## src/rtl/pipeif.sv

```systemverilog
// rtl/pipeif.sv - instruction-fetch stage: PC, next-PC select and imem request/ready handshake
module pipeif #(
    parameter logic [31:0] RESET_PC = 32'h0000_0000
) (
    input  logic        clk,
    input  logic        clrn,
    input  logic        loaddepen,
    input  logic [1:0]  pcsource,
    input  logic [31:0] bpc,
    input  logic [31:0] rpc,
    input  logic [31:0] jpc,
    output logic        imem_req,
    output logic [31:0] imem_addr,
    input  logic [31:0] imem_rdata,
    input  logic        imem_ready,
    output logic [31:0] pc,
    output logic [31:0] pc4,
    output logic [31:0] ins,
    output logic        fvalid
);

    typedef enum logic {
        FETCH = 1'b0,
        HOLD  = 1'b1
    } state_t;

    state_t      state_q;
    logic [31:0] pc_q;
    logic [31:0] buf_q;
    logic [31:0] ptgt_q;
    logic        pend_q;

    logic        redirect_d;
    logic [31:0] tgt_d;
    logic [31:0] npc_d;

    // Redirects only count when IF/ID actually loads; targets are word aligned on entry.
    always_comb begin
        tgt_d = 32'h0;
        case (pcsource)
            2'b01:   tgt_d = bpc;
            2'b10:   tgt_d = rpc;
            2'b11:   tgt_d = jpc;
            default: tgt_d = 32'h0;
        endcase
        tgt_d      = {tgt_d[31:2], 2'b00};
        redirect_d = loaddepen && (pcsource != 2'b00);
        if (redirect_d) begin
            npc_d = tgt_d;
        end else if (pend_q) begin
            npc_d = ptgt_q;
        end else begin
            npc_d = pc_q + 32'd4;
        end
    end

    always_ff @(posedge clk or negedge clrn) begin
        if (!clrn) begin
            state_q <= FETCH;
            pc_q    <= RESET_PC;
            buf_q   <= 32'h0;
            ptgt_q  <= 32'h0;
            pend_q  <= 1'b0;
        end else begin
            case (state_q)
                FETCH: begin
                    if (imem_ready) begin
                        if (loaddepen) begin
                            pc_q   <= npc_d;
                            pend_q <= 1'b0;
                        end else begin
                            buf_q   <= imem_rdata;
                            state_q <= HOLD;
                        end
                    end else if (redirect_d) begin
                        // The waiting fetch is the delay slot; remember where to go after it.
                        pend_q <= 1'b1;
                        ptgt_q <= tgt_d;
                    end
                end
                HOLD: begin
                    if (loaddepen) begin
                        pc_q    <= npc_d;
                        pend_q  <= 1'b0;
                        state_q <= FETCH;
                    end
                end
            endcase
        end
    end

    assign imem_req  = clrn && (state_q == FETCH);
    assign imem_addr = pc_q;
    assign pc        = pc_q;
    assign pc4       = pc_q + 32'd4;

    always_comb begin
        ins    = 32'h0;
        fvalid = 1'b0;
        if (clrn) begin
            if (state_q == HOLD) begin
                ins    = buf_q;
                fvalid = 1'b1;
            end else if (imem_ready) begin
                ins    = imem_rdata;
                fvalid = 1'b1;
            end
        end
    end

endmodule

```

## config.mk

```make
export PLATFORM = sky130hd
export DESIGN_NAME = pipeif
export DESIGN_NICKNAME = d
export VERILOG_FILES = /design/src/rtl/pipeif.sv
export SDC_FILE = /design/constraint.sdc
export NUM_CORES = 1
export LEC_CHECK = 0
export BUFFER_PORTS_ARGS = -buffer_cell sky130_fd_sc_hd__clkbuf_2
export CORE_MARGIN = 10
export CORE_UTILIZATION = 52
export CTS_BUF_LIST = sky130_fd_sc_hd__clkbuf_16
export DETAILED_ROUTE_END_ITERATION = 8
export PLACE_DENSITY_LB_ADDON = 0.3
export SKIP_CTS_REPAIR_TIMING = 1
export SLEW_MARGIN = 40
export SYNTH_ARGS = -nofsm -noshare
export SYNTH_HDL_FRONTEND = slang
export SYNTH_SLANG_ARGS = --single-unit
```

## constraint.sdc

```tcl
create_clock -name clk -period 4.1 [get_ports clk]
set_input_delay 0.41 -clock clk [delete_from_list [all_inputs] [get_ports clk]]
set_output_delay 0.41 -clock clk [all_outputs]
set_load 0.01 [all_outputs]
```

After elaboration in Yosys (flattened, before gate mapping) --
Index checks and enable logic that the tools add are counted. W data, S select, Z words.
Word-level totals: bits in registers 96, input port bits 134, output and inout bits 130, word-level logic and storage cells 38
Operators by class: add/subtract/negate cells 1, equal/unequal tests 5, mux-type cells 19, bitwise operators 3, reduce and logical (&&, ||, !) cells 5
Operator list (count):
- $mux W32 | 7
- $pmux W32 S3 | 1
- $pmux W32 S2 | 1
- $add A32 B3 Y32 const B | 1
- $mux W1 | 8
- $reduce_and A3 Y1 | 2
- $eq A2 B2 Y1 const B | 2
- $pmux W1 S2 | 2
- $ne A3 B3 Y1 const B | 1
- $not A1 Y1 | 3
- $eq A2 B1 Y1 const B | 1
- $logic_and A1 B1 Y1 | 2
- $ne A2 B2 Y1 const B | 1
- $reduce_bool A2 Y1 | 1

Logic depth before layout (Yosys ltp) --
Gate-level depths: netlist (run 1).
depth in word-level cells 6, depth in mapped cells 8, depth with buffers taken out 6

Worst setup path before layout (run 1) --
Ideal clock, no wire load.
kind register to output, start point register pc_q[4] (netlist: imem_addr[4]), end point output port pc4[31], data arrival time 2390 ps, required time 3690 ps, setup slack 1300 ps, stages on the path, launching flop included 9, buffers on the path 3, cells stage by stage dfrtp_1 -> buf_2 -> nand4_2 -> or4_1 -> buf_2 -> or4_1 -> buf_2 -> nor2_1 -> xor2_1
On the way: longest elaborated chain between the ends 1
Ends and longest elaborated chain:
- start: declaration | line 28 | logic [31:0] pc_q;
- start signal: assignment | line 69 | pc_q <= npc_d;
- start signal: assignment | line 83 | pc_q <= npc_d;
- $add A32 B3 Y32 | line 95 | assign pc4 = pc_q + 32'd4;
- end: declaration | line 17 | output logic [31:0] pc4,
Every way passes these cells.

Worst setup path in the final report (run 1) --
Ends and elaborated chain as after synthesis.

==> qor.yml, run 1 <==
floorplanning:
  ios: 264
  die_area_um2: 16500
  rows: 39
  coreArea_um2: 11500
  die_x_um: 128
  initial_utilization: 0.533
  die_h_um: 128
yosys:
  yosysMostFrequentCell: "dfrtp_1"
  ys_warn_count: 0
  synthFlopType: "dfrtp_1"
  synth_edf_count: 0
  synthCells: 670
  ys_seq_area_frac: 0.385
  ys_async_sr_fraction: 1.00
  yosysTopAreaCell: "dfrtp_1"
  netlist_area_um2: 6110
  avgSynthCellArea_um2: 9.12
  synthTopCellsByCount: "94 x dfrtp_1, 72 x nand2_1, 64 x mux2_2, 63 x o21ai_0, 53 x a22oi_1"
  ys_seq_elements: 94
  synth.area.top_cells: "dfrtp_1 39%, mux2_2 12%, a22oi_1 6.5%"
  yosysUniqueCellTypes: 55
  synth_top_area_frac: 0.385
global_routing:
  grt_max_degree: 76
  grt_use_total: 0.231
  grt_first_pass_wirelength_mm: 31.5
  antenna_found_initial: 0
  first_global_vias: 6256
  grt_overflow: 0
sta:
  max_freq_ghz: 0.291
  fin_skew_ns: 0.00614
  fin_ws_ns: 0.658
  worst_pin_slew_ns: 0.834
  hold_viol_final: 0
  fin_crit_sh: 0.839
  report.final.slew_viol_count: 0
  setup_violations: 0
  fin_setup_tns_ns: 0
  rsz0062_at_grt: "no"
  period_needed_ns: 3.44
  max_slew_margin: 0.439
finish:
  diodes: 0
  drive_gt1_frac: 0.407
  layout.nets: 997
  fin_area_um2: 7510
  area_growth_pct: 23.0
  fin_util: 0.655
setup_path:
  r2r_end: "imem_addr[29]$_DFFE_PN0P_"
  crit_path_frequent_cell: "or4_1"
  critPathCapture: "pc4[31]"
  path_cells: "nand4_2 > or4_1 > or4_1 > nor2_1 > xor2_1 > clkbuf_2"
  critPathKind: "reg -> out"
  crit_required_ns: 3.69
  r2r_cells: 5
  critPathCaptureType: "primary output"
  slowest_stage: "or4_1"
  rrSetupSlack_ns: 1.12
  start_kind: "register"
  cp.depth: 6
  cp_top_family: "simple AND/OR/NAND/NOR gates"
  reg2reg_from: "imem_addr[4]$_DFFE_PN0P_"
  crit_fanout: 9
  worst_ep_arrival_time_ns: 3.03
  max_stage_delay_ns: 0.75
  worstSetupStartpoint: "imem_addr[4]$_DFFE_PN0P_"
  path_buf_inv: 1
cts:
  clockRootBuffer: "clkbuf_16"
  cts.sinks: 94
  h-tree-depth: 3
  clk_path_buf_depth: 2
  cts_tree: "built"
  clk_latency_ns: 0.34
  clkSlewWorstSetupHoldPaths_ns: 0.07
  cts_buffers: 9
min_path:
  min_path_type: "in -> async"
route:
  vias: 6030
  via_per_inst: 5.97
  routedWlPerCell_um: 20.0
  drt-total-wl_mm: 20.2
  drt-initial-drc-count: 467
  drc: 0
  detail-route-antenna-nets: 0
  first_pass_iters: 5
placement:
  routabilityCongestion: 0.894
  dp_hpwl_mm: 15.4
  dpl_worst_slack_ns: 1.03
  dpl_cell_area_um2: 7230
  io_buffer_count: 251
power:
  finalPower_w: 0.00327
  p_leak_nw: 3.58
  cellPowerDensity_nw_per_um2: 435
  ir_drop_uv: 254
run:
  cap_violations: 0
outcome:
  status: "finished clean"
## stage by stage
stage / hold WS (ns) / cells
final: 0.127 / 1010
after global routing: 0.186 / 1010
after CTS: 0.152 / 1010
after detailed placement: 0.470 / 994
after global placement: 0.454 / 994
after floorplan: 0.114 / 675
## cells in the final DEF (no fill, tap or decap), drive strengths merged, types with 3 or more instances in the layout
cell and count:
nand2 72, and2 3, mux2i 9, a21boi 5
and4 3, o211ai 3, o21ai 64, a22o 4
o2bb2ai 3, clkinv 6, nor2b 37, nor3 7
inv 6, a222oi 5, a211o 4, o221ai 4
clkbuf 259, xnor2 13, xor2 15, dfrtp 94
nor4 6, a21oi 11, mux2 64, buf 16
nand4 11, nand3 18, conb 6, nor2 27
or4 5, a22oi 53, and3 3, a31oi 6
## worst min path at each step
| stage | start | endpoint | slack [ns] |
|---|---|---|---|
| after CTS | clrn | imem_addr[2]$_DFFE_PN0P_ | 0.15 |
| after detailed placement | ptgt_q[9]$_DFFE_PN0P_ | ptgt_q[9]$_DFFE_PN0P_ | 0.47 |
| after global placement | ptgt_q[4]$_DFFE_PN0P_ | ptgt_q[4]$_DFFE_PN0P_ | 0.45 |
| after floorplan | clrn | buf_q[0]$_DFFE_PN0P_ | 0.11 |
| after global routing | clrn | ptgt_q[31]$_DFFE_PN0P_ | 0.19 |
| final | clrn | ptgt_q[31]$_DFFE_PN0P_ | 0.13 |
## metal layers
| metal | wire length [um] | track usage | vias up | share of wire |
|---|---|---|---|---|
| li1 | - | - | 2769 | - |
| met1 | 7670 | 0.265 | 2911 | 0.38 |
| met2 | 10000 | 0.393 | 305 | 0.50 |
| met3 | 1950 | 0.0702 | 45 | 0.096 |
| met4 | 572 | 0.0967 | 0 | 0.028 |
| met5 | 0 | 0 | - | 0 |
## layout make-up
type / instances / area (um2)
Sequential cell: 94 / 2350
Clock inverter: 7 / 56.3
Inverter: 6 / 22.5
Timing Repair Buffer: 266 / 1370
Clock buffer: 9 / 225
Multi-Input combinational cell: 485 / 3310
Tap cell: 143 / 179
Fill cell: 956 / 3950
## state kept, by name (all words and copies together) (netlist names)
| name | flops |
|---|---|
| buf_q | 32 |
| imem_addr | 30 |
| state_q | 1 |
| ptgt_q | 30 |
| pend_q | 1 |
## kinds of logic (layout without fill, tap and decap cells)
group	Yosys count	in the layout	share of synthesized area
compound gates	180	180	0.197
xor+xnor	28	28	0.0401
fa+ha+maj	1	1	0.00205
buf+inv	96	288	0.0819
flops	94	94	0.385
mux	73	73	0.133
other cells	1	6	0.000614
simple gates	197	197	0.160
## where the power goes
part | total (W) | switching (W) | leakage (nW) | internal, W
registers | 0.00135 | 0.000232 | 1.13 | 0.00112
clock network | 0.000816 | 0.000352 | 0.145 | 0.000463
logic | 0.00111 | 0.000611 | 2.31 | 0.000495
total | 0.00327 | 0.00120 | 3.58 | 0.00208
(Power assumes the default switching activity.)
==> run 2: changes to the inputs <==
Settings changed: CORE_UTILIZATION 52 to 44.
Clock period 4.1 ns to 3.1 ns, I/O delays scaled along.
==> run 2 against run 1 <==
  * Final area grew 2.0%
  * Critical path depth unchanged
  * Clock skew rose by 0.0038 ns
  * Power up 33%
  * Routed wire length down 0.15%
  * Largest cell class unchanged
  * Sequential share of layout area shrank 0.53 points
  * Worst hold slack worse by 0.11 ns
  * First-iteration DRC count fell by 4.7%
  * Combinational power increased by 38%
  * Largest power group unchanged
  * Clock power grew 32%
  * Non-clock buffer count up 13
==> qor.yml, run 2 (synthesis gave the netlist of run 1 again) <==
outcome:
  status: "finished clean"
route:
  drt-initial-drc-count: 445
  drt-total-wl_mm: 20.2
  vias: 5810
  drc: 0
  first_pass_iters: 6
  detail-route-antenna-nets: 0
  via_per_inst: 5.50
  routedWlPerCell_um: 19.1
cts:
  clkSlewWorstSetupHoldPaths_ns: 0.07
  h-tree-depth: 3
  clk_latency_ns: 0.35
  clockRootBuffer: "clkbuf_16"
  clk_path_buf_depth: 2
  cts.sinks: 94
  cts_tree: "built"
  cts_buffers: 9
sta:
  fin_crit_sh: 0.950
  worst_pin_slew_ns: 0.741
  fin_skew_ns: 0.00994
  setup_violations: 0
  max_slew_margin: 0.506
  rsz0062_at_grt: "no"
  hold_viol_final: 0
  whs_ns: 0.0128
  fin_setup_tns_ns: 0
  report.final.slew_viol_count: 0
  max_freq_ghz: 0.340
  period_needed_ns: 2.94
placement:
  dpl_cell_area_um2: 7350
  routabilityCongestion: 0.836
  dp_hpwl_mm: 15.4
  io_buffer_count: 251
floorplanning:
  initial_utilization: 0.456
  coreArea_um2: 13400
  die_h_um: 138
  die_area_um2: 19000
  rows: 42
  die_x_um: 138
  ios: 264
global_routing:
  grt_first_pass_wirelength_mm: 30.9
  antenna_found_initial: 0
  grt_max_degree: 73
  grt_overflow: 0
  grt_use_total: 0.206
  first_global_vias: 5728
run:
  cap_violations: 0
min_path:
  min_path_type: "in -> async"
finish:
  largest_reg_flops: 32
  final_common_cell: "clkbuf_2"
  fin_area_um2: 7660
  layout.nets: 1010
  regMostFlops: "buf_q"
  n_fill_cell: 1243
  final_cell_mix: "250 x clkbuf_2, 89 x dfrtp_1, 71 x nand2_1"
  diodes: 0
  area_growth_pct: 25.5
  drive_gt1_frac: 0.424
setup_path:
  start_kind: "register"
  worst_ep_arrival_time_ns: 2.63
  crit_fanout: 8
  crit_required_ns: 2.79
  critPathCaptureType: "primary output"
  critPathKind: "reg -> out"
power:
  ir_drop_uv: 376
  p_leak_nw: 3.63
  cellPowerDensity_nw_per_um2: 569
run 2: cell count changes in the layout (fill, tap and decap cells not counted), moves of 2 or more:
cell     delta
buf_4      +13
dfrtp_1     -5
dfrtp_2     +5
or4_1       -2
or4_4       +2
run 2: through the flow:
| stage | worst slack, ns | cells | total power [W] | utilization |
|---|---|---|---|---|
| finish | 0.156 | 1056 | 0.00436 | 0.572 |
| global route | 0.0281 | 1056 | 0.00465 | 0.572 |
| CTS | -0.0309 | 1054 | 0.00440 | 0.569 |
| detailed placement | 0.351 | 1038 | 0.00330 | 0.548 |
| global placement | 0.381 | 1038 | 0.00326 | 0.548 |
| floorplan | 0.400 | 675 | 0.00271 | - |
run 2: metal layers:
layer	global-route usage	part of all wire
met1	0.261	0.41
met2	0.337	0.49
met3	0.0444	0.079
met4	0.0765	0.020
met5	0	0
run 2: area by class of cell:
type | count | area [um2] | share of cell area
inverter | 6 | 22.5 | 0.00294
sequential | 94 | 2360 | 0.308
timing repair buffer | 279 | 1470 | 0.192
tap | 176 | 220 | 0.0287
clock buffer | 9 | 225 | 0.0294
clock inverter | 7 | 56.3 | 0.00735
multi-input combinational | 485 | 3310 | 0.432
run 2: critical path, cell delays in order, from the launching register on:
cell      delay (ns)
dfrtp_2         0.42
nand4_1         0.20
or4_4           0.57
buf_4           0.19
or4_1           0.59
xnor2_1         0.18
clkbuf_2        0.16
run 2: power by group:
part / switching [W] / internal, W
Clock: 0.000466 / 0.000613
Sequential: 0.000275 / 0.00148
Combinational: 0.000847 / 0.000679
run 2: worst paths after layout:
path | start | end | slack (ns) | depth (start not counted)
setup / recovery | imem_addr[11]$_DFFE_PN0P_ | pc4[26] | 0.16 | 6
hold / removal | clrn | ptgt_q[22]$_DFFE_PN0P_ | 0.01 | 1
setup reg to reg | imem_addr[11]$_DFFE_PN0P_ | imem_addr[29]$_DFFE_PN0P_ | 0.64 | 5
hold reg to reg | ptgt_q[8]$_DFFE_PN0P_ | ptgt_q[8]$_DFFE_PN0P_ | 0.48 | 2
max in group asynchronous | clrn | imem_addr[12]$_DFFE_PN0P_ | 2.02 | 2
min in group clk | imem_rdata[4] | buf_q[4]$_DFFE_PN0P_ | 0.21 | 2
==> run 3: changes to the inputs <==
Settings changed: CELL_PAD_IN_SITES_DETAIL_PLACEMENT set to 1, CELL_PAD_IN_SITES_GLOBAL_PLACEMENT set to 2, CORE_UTILIZATION 44 to 25, PLACE_DENSITY set to 0.76, PLACE_DENSITY_LB_ADDON 0.3 to not set.
==> run 3 against run 2 <==
  * The flow now finishes with violations (hold timing)
  * Sequential share of layout area fell by 0.79 points
  * Combinational power is 5% higher
  * Worst hold slack worse by 0.032 ns
  * Utilization shrank 25 points
  * Sequential power barely moved
  * Clock power about the same
  * Non-clock buffer count grew 1
  * Global-route usage shrank 5.5 points
  * Final area is 2.5% higher
  * Clock skew is 0.0013 ns higher
  * Critical path depth grew 1
==> qor.yml, run 3 (synthesis gave the netlist of run 1 again) <==
cts:
  cts_buffers: 9
  clkSlewWorstSetupHoldPaths_ns: 0.07
  cts_tree: "built"
  clockRootBuffer: "clkbuf_16"
  clk_latency_ns: 0.36
  h-tree-depth: 3
  cts.sinks: 94
  clk_path_buf_depth: 2
outcome:
  status: "finished with violations"
  violations: "hold timing"
sta:
  fin_skew_ns: 0.0113
  max_slew_margin: 0.545
  rsz0062_at_grt: "yes"
  setup_violations: 0
  max_freq_ghz: 0.332
  report.final.slew_viol_count: 0
  period_needed_ns: 3.01
  hold_viol_final: 5
  fin_crit_sh: 0.970
  worst_pin_slew_ns: 0.683
  whs_ns: -0.0194
  fin_ws_ns: 0.0916
finish:
  multi_input_area_um2: 3300
  layout.nets: 1011
  n_fill_cell: 2880
  drive_gt1_frac: 0.425
  regMostFlops: "buf_q"
  final-seq-area_um2: 2350
  final_common_cell: "clkbuf_2"
  largest_reg_flops: 32
  diodes: 0
  area_growth_pct: 28.6
  final_cell_mix: "250 x clkbuf_2, 92 x dfrtp_1, 71 x nand2_1"
route:
  drt-initial-drc-count: 292
  first_pass_iters: 5
  drc: 0
  vias: 5901
  routedWlPerCell_um: 19.8
  via_per_inst: 4.90
  drt-total-wl_mm: 23.9
  detail-route-antenna-nets: 0
setup_path:
  max_stage_delay_ns: 0.52
  crit_required_ns: 2.79
  cp_top_family: "simple AND/OR/NAND/NOR gates"
  slowest_stage: "dfrtp_1"
  path_buf_inv: 3
  rrSetupSlack_ns: 0.56
  path_cells: "ha_1 > inv_1 > or3_1 > nor4_1 > buf_4 > xor2_1 > clkbuf_2"
  critPathCaptureType: "primary output"
  start_kind: "register"
  worst_ep_arrival_time_ns: 2.70
  critPathKind: "reg -> out"
  crit_fanout: 9
power:
  p_leak_nw: 3.64
  cellPowerDensity_nw_per_um2: 569
  ir_drop_uv: 210
floorplanning:
  ios: 264
  die_h_um: 176
  initial_utilization: 0.253
  rows: 57
  die_x_um: 176
  coreArea_um2: 24200
  die_area_um2: 31100
global_routing:
  grt_first_pass_wirelength_mm: 37.3
  grt_use_total: 0.151
  antenna_found_initial: 0
  grt_max_degree: 69
  first_global_vias: 6302
  grt_overflow: 0
placement:
  io_buffer_count: 251
  dpl_worst_slack_ns: 0.259
  routabilityCongestion: 0.800
  dp_hpwl_mm: 18.6
min_path:
  min_path_type: "in -> async"
run:
  cap_violations: 0
-- run 3: cell count changes in the layout (fill, tap and decap cells not counted), moves of 2 or more --
cell      change
dfrtp_2       -3
clkinv_1      -2
inv_8         +2
clkinv_2      -2
inv_6         +3
dfrtp_1       +3
-- run 3: report_power, final --
part           leakage (nW)  total [W]  switching, W  internal, W
registers              1.13    0.00175      0.000271      0.00148
logic                  2.37    0.00160      0.000914     0.000690
clock network         0.145    0.00111      0.000549     0.000565
total                  3.64    0.00447       0.00173      0.00273
-- run 3: metal layers --
metal,GRT usage,up-vias,share of wire
li1,-,2800,-
met1,0.199,2871,0.47
met2,0.225,209,0.43
met3,0.0557,21,0.086
met4,0.0410,0,0.014
met5,0,-,0
-- run 3: worst reg2reg max path, cell delays in order (launching register included) --
cell and delay, ns:
dfrtp_2 0.43, nand4_2 0.17, or4_4 0.65, or4_4 0.62, or4_1 0.51, nand4_1 0.10
-- run 3: final cells by class --
cell class,instances,share of cell area
clock buffer,9,0.0287
multi-input combinational,485,0.421
timing repair buffer,280,0.188
sequential,94,0.300
inverter,6,0.00287
clock inverter,7,0.00797
tap,324,0.0516
-- run 3: per-stage QoR --
stage               setup TNS [ns]   util  cells  power [W]  cell area, um2
floorplan                        0      -    675    0.00271            6130
global placement                 0  0.312   1188    0.00337            7540
detailed placement               0  0.312   1188    0.00341            7550
CTS                         -0.174  0.324   1204    0.00456            7840
global route               -0.0136  0.325   1205    0.00480            7850
finish                           0  0.325   1205    0.00447            7850
-- run 3: path summary, 6_finish.rpt --
path                                        endpoint  cells after the start                     start
setup / recovery                             pc4[18]                      7  imem_addr[2]$_DFFE_PN0P_
min in group clk                buf_q[4]$_DFFE_PN0P_                      2             imem_rdata[4]
max in group asynchronous  imem_addr[21]$_DFFE_PN0P_                      2                      clrn
hold reg to reg                ptgt_q[7]$_DFFE_PN0P_                      2     ptgt_q[7]$_DFFE_PN0P_
hold / removal                 buf_q[22]$_DFFE_PN0P_                      1                      clrn
setup reg to reg           imem_addr[29]$_DFFE_PN0P_                      5  imem_addr[7]$_DFFE_PN0P_
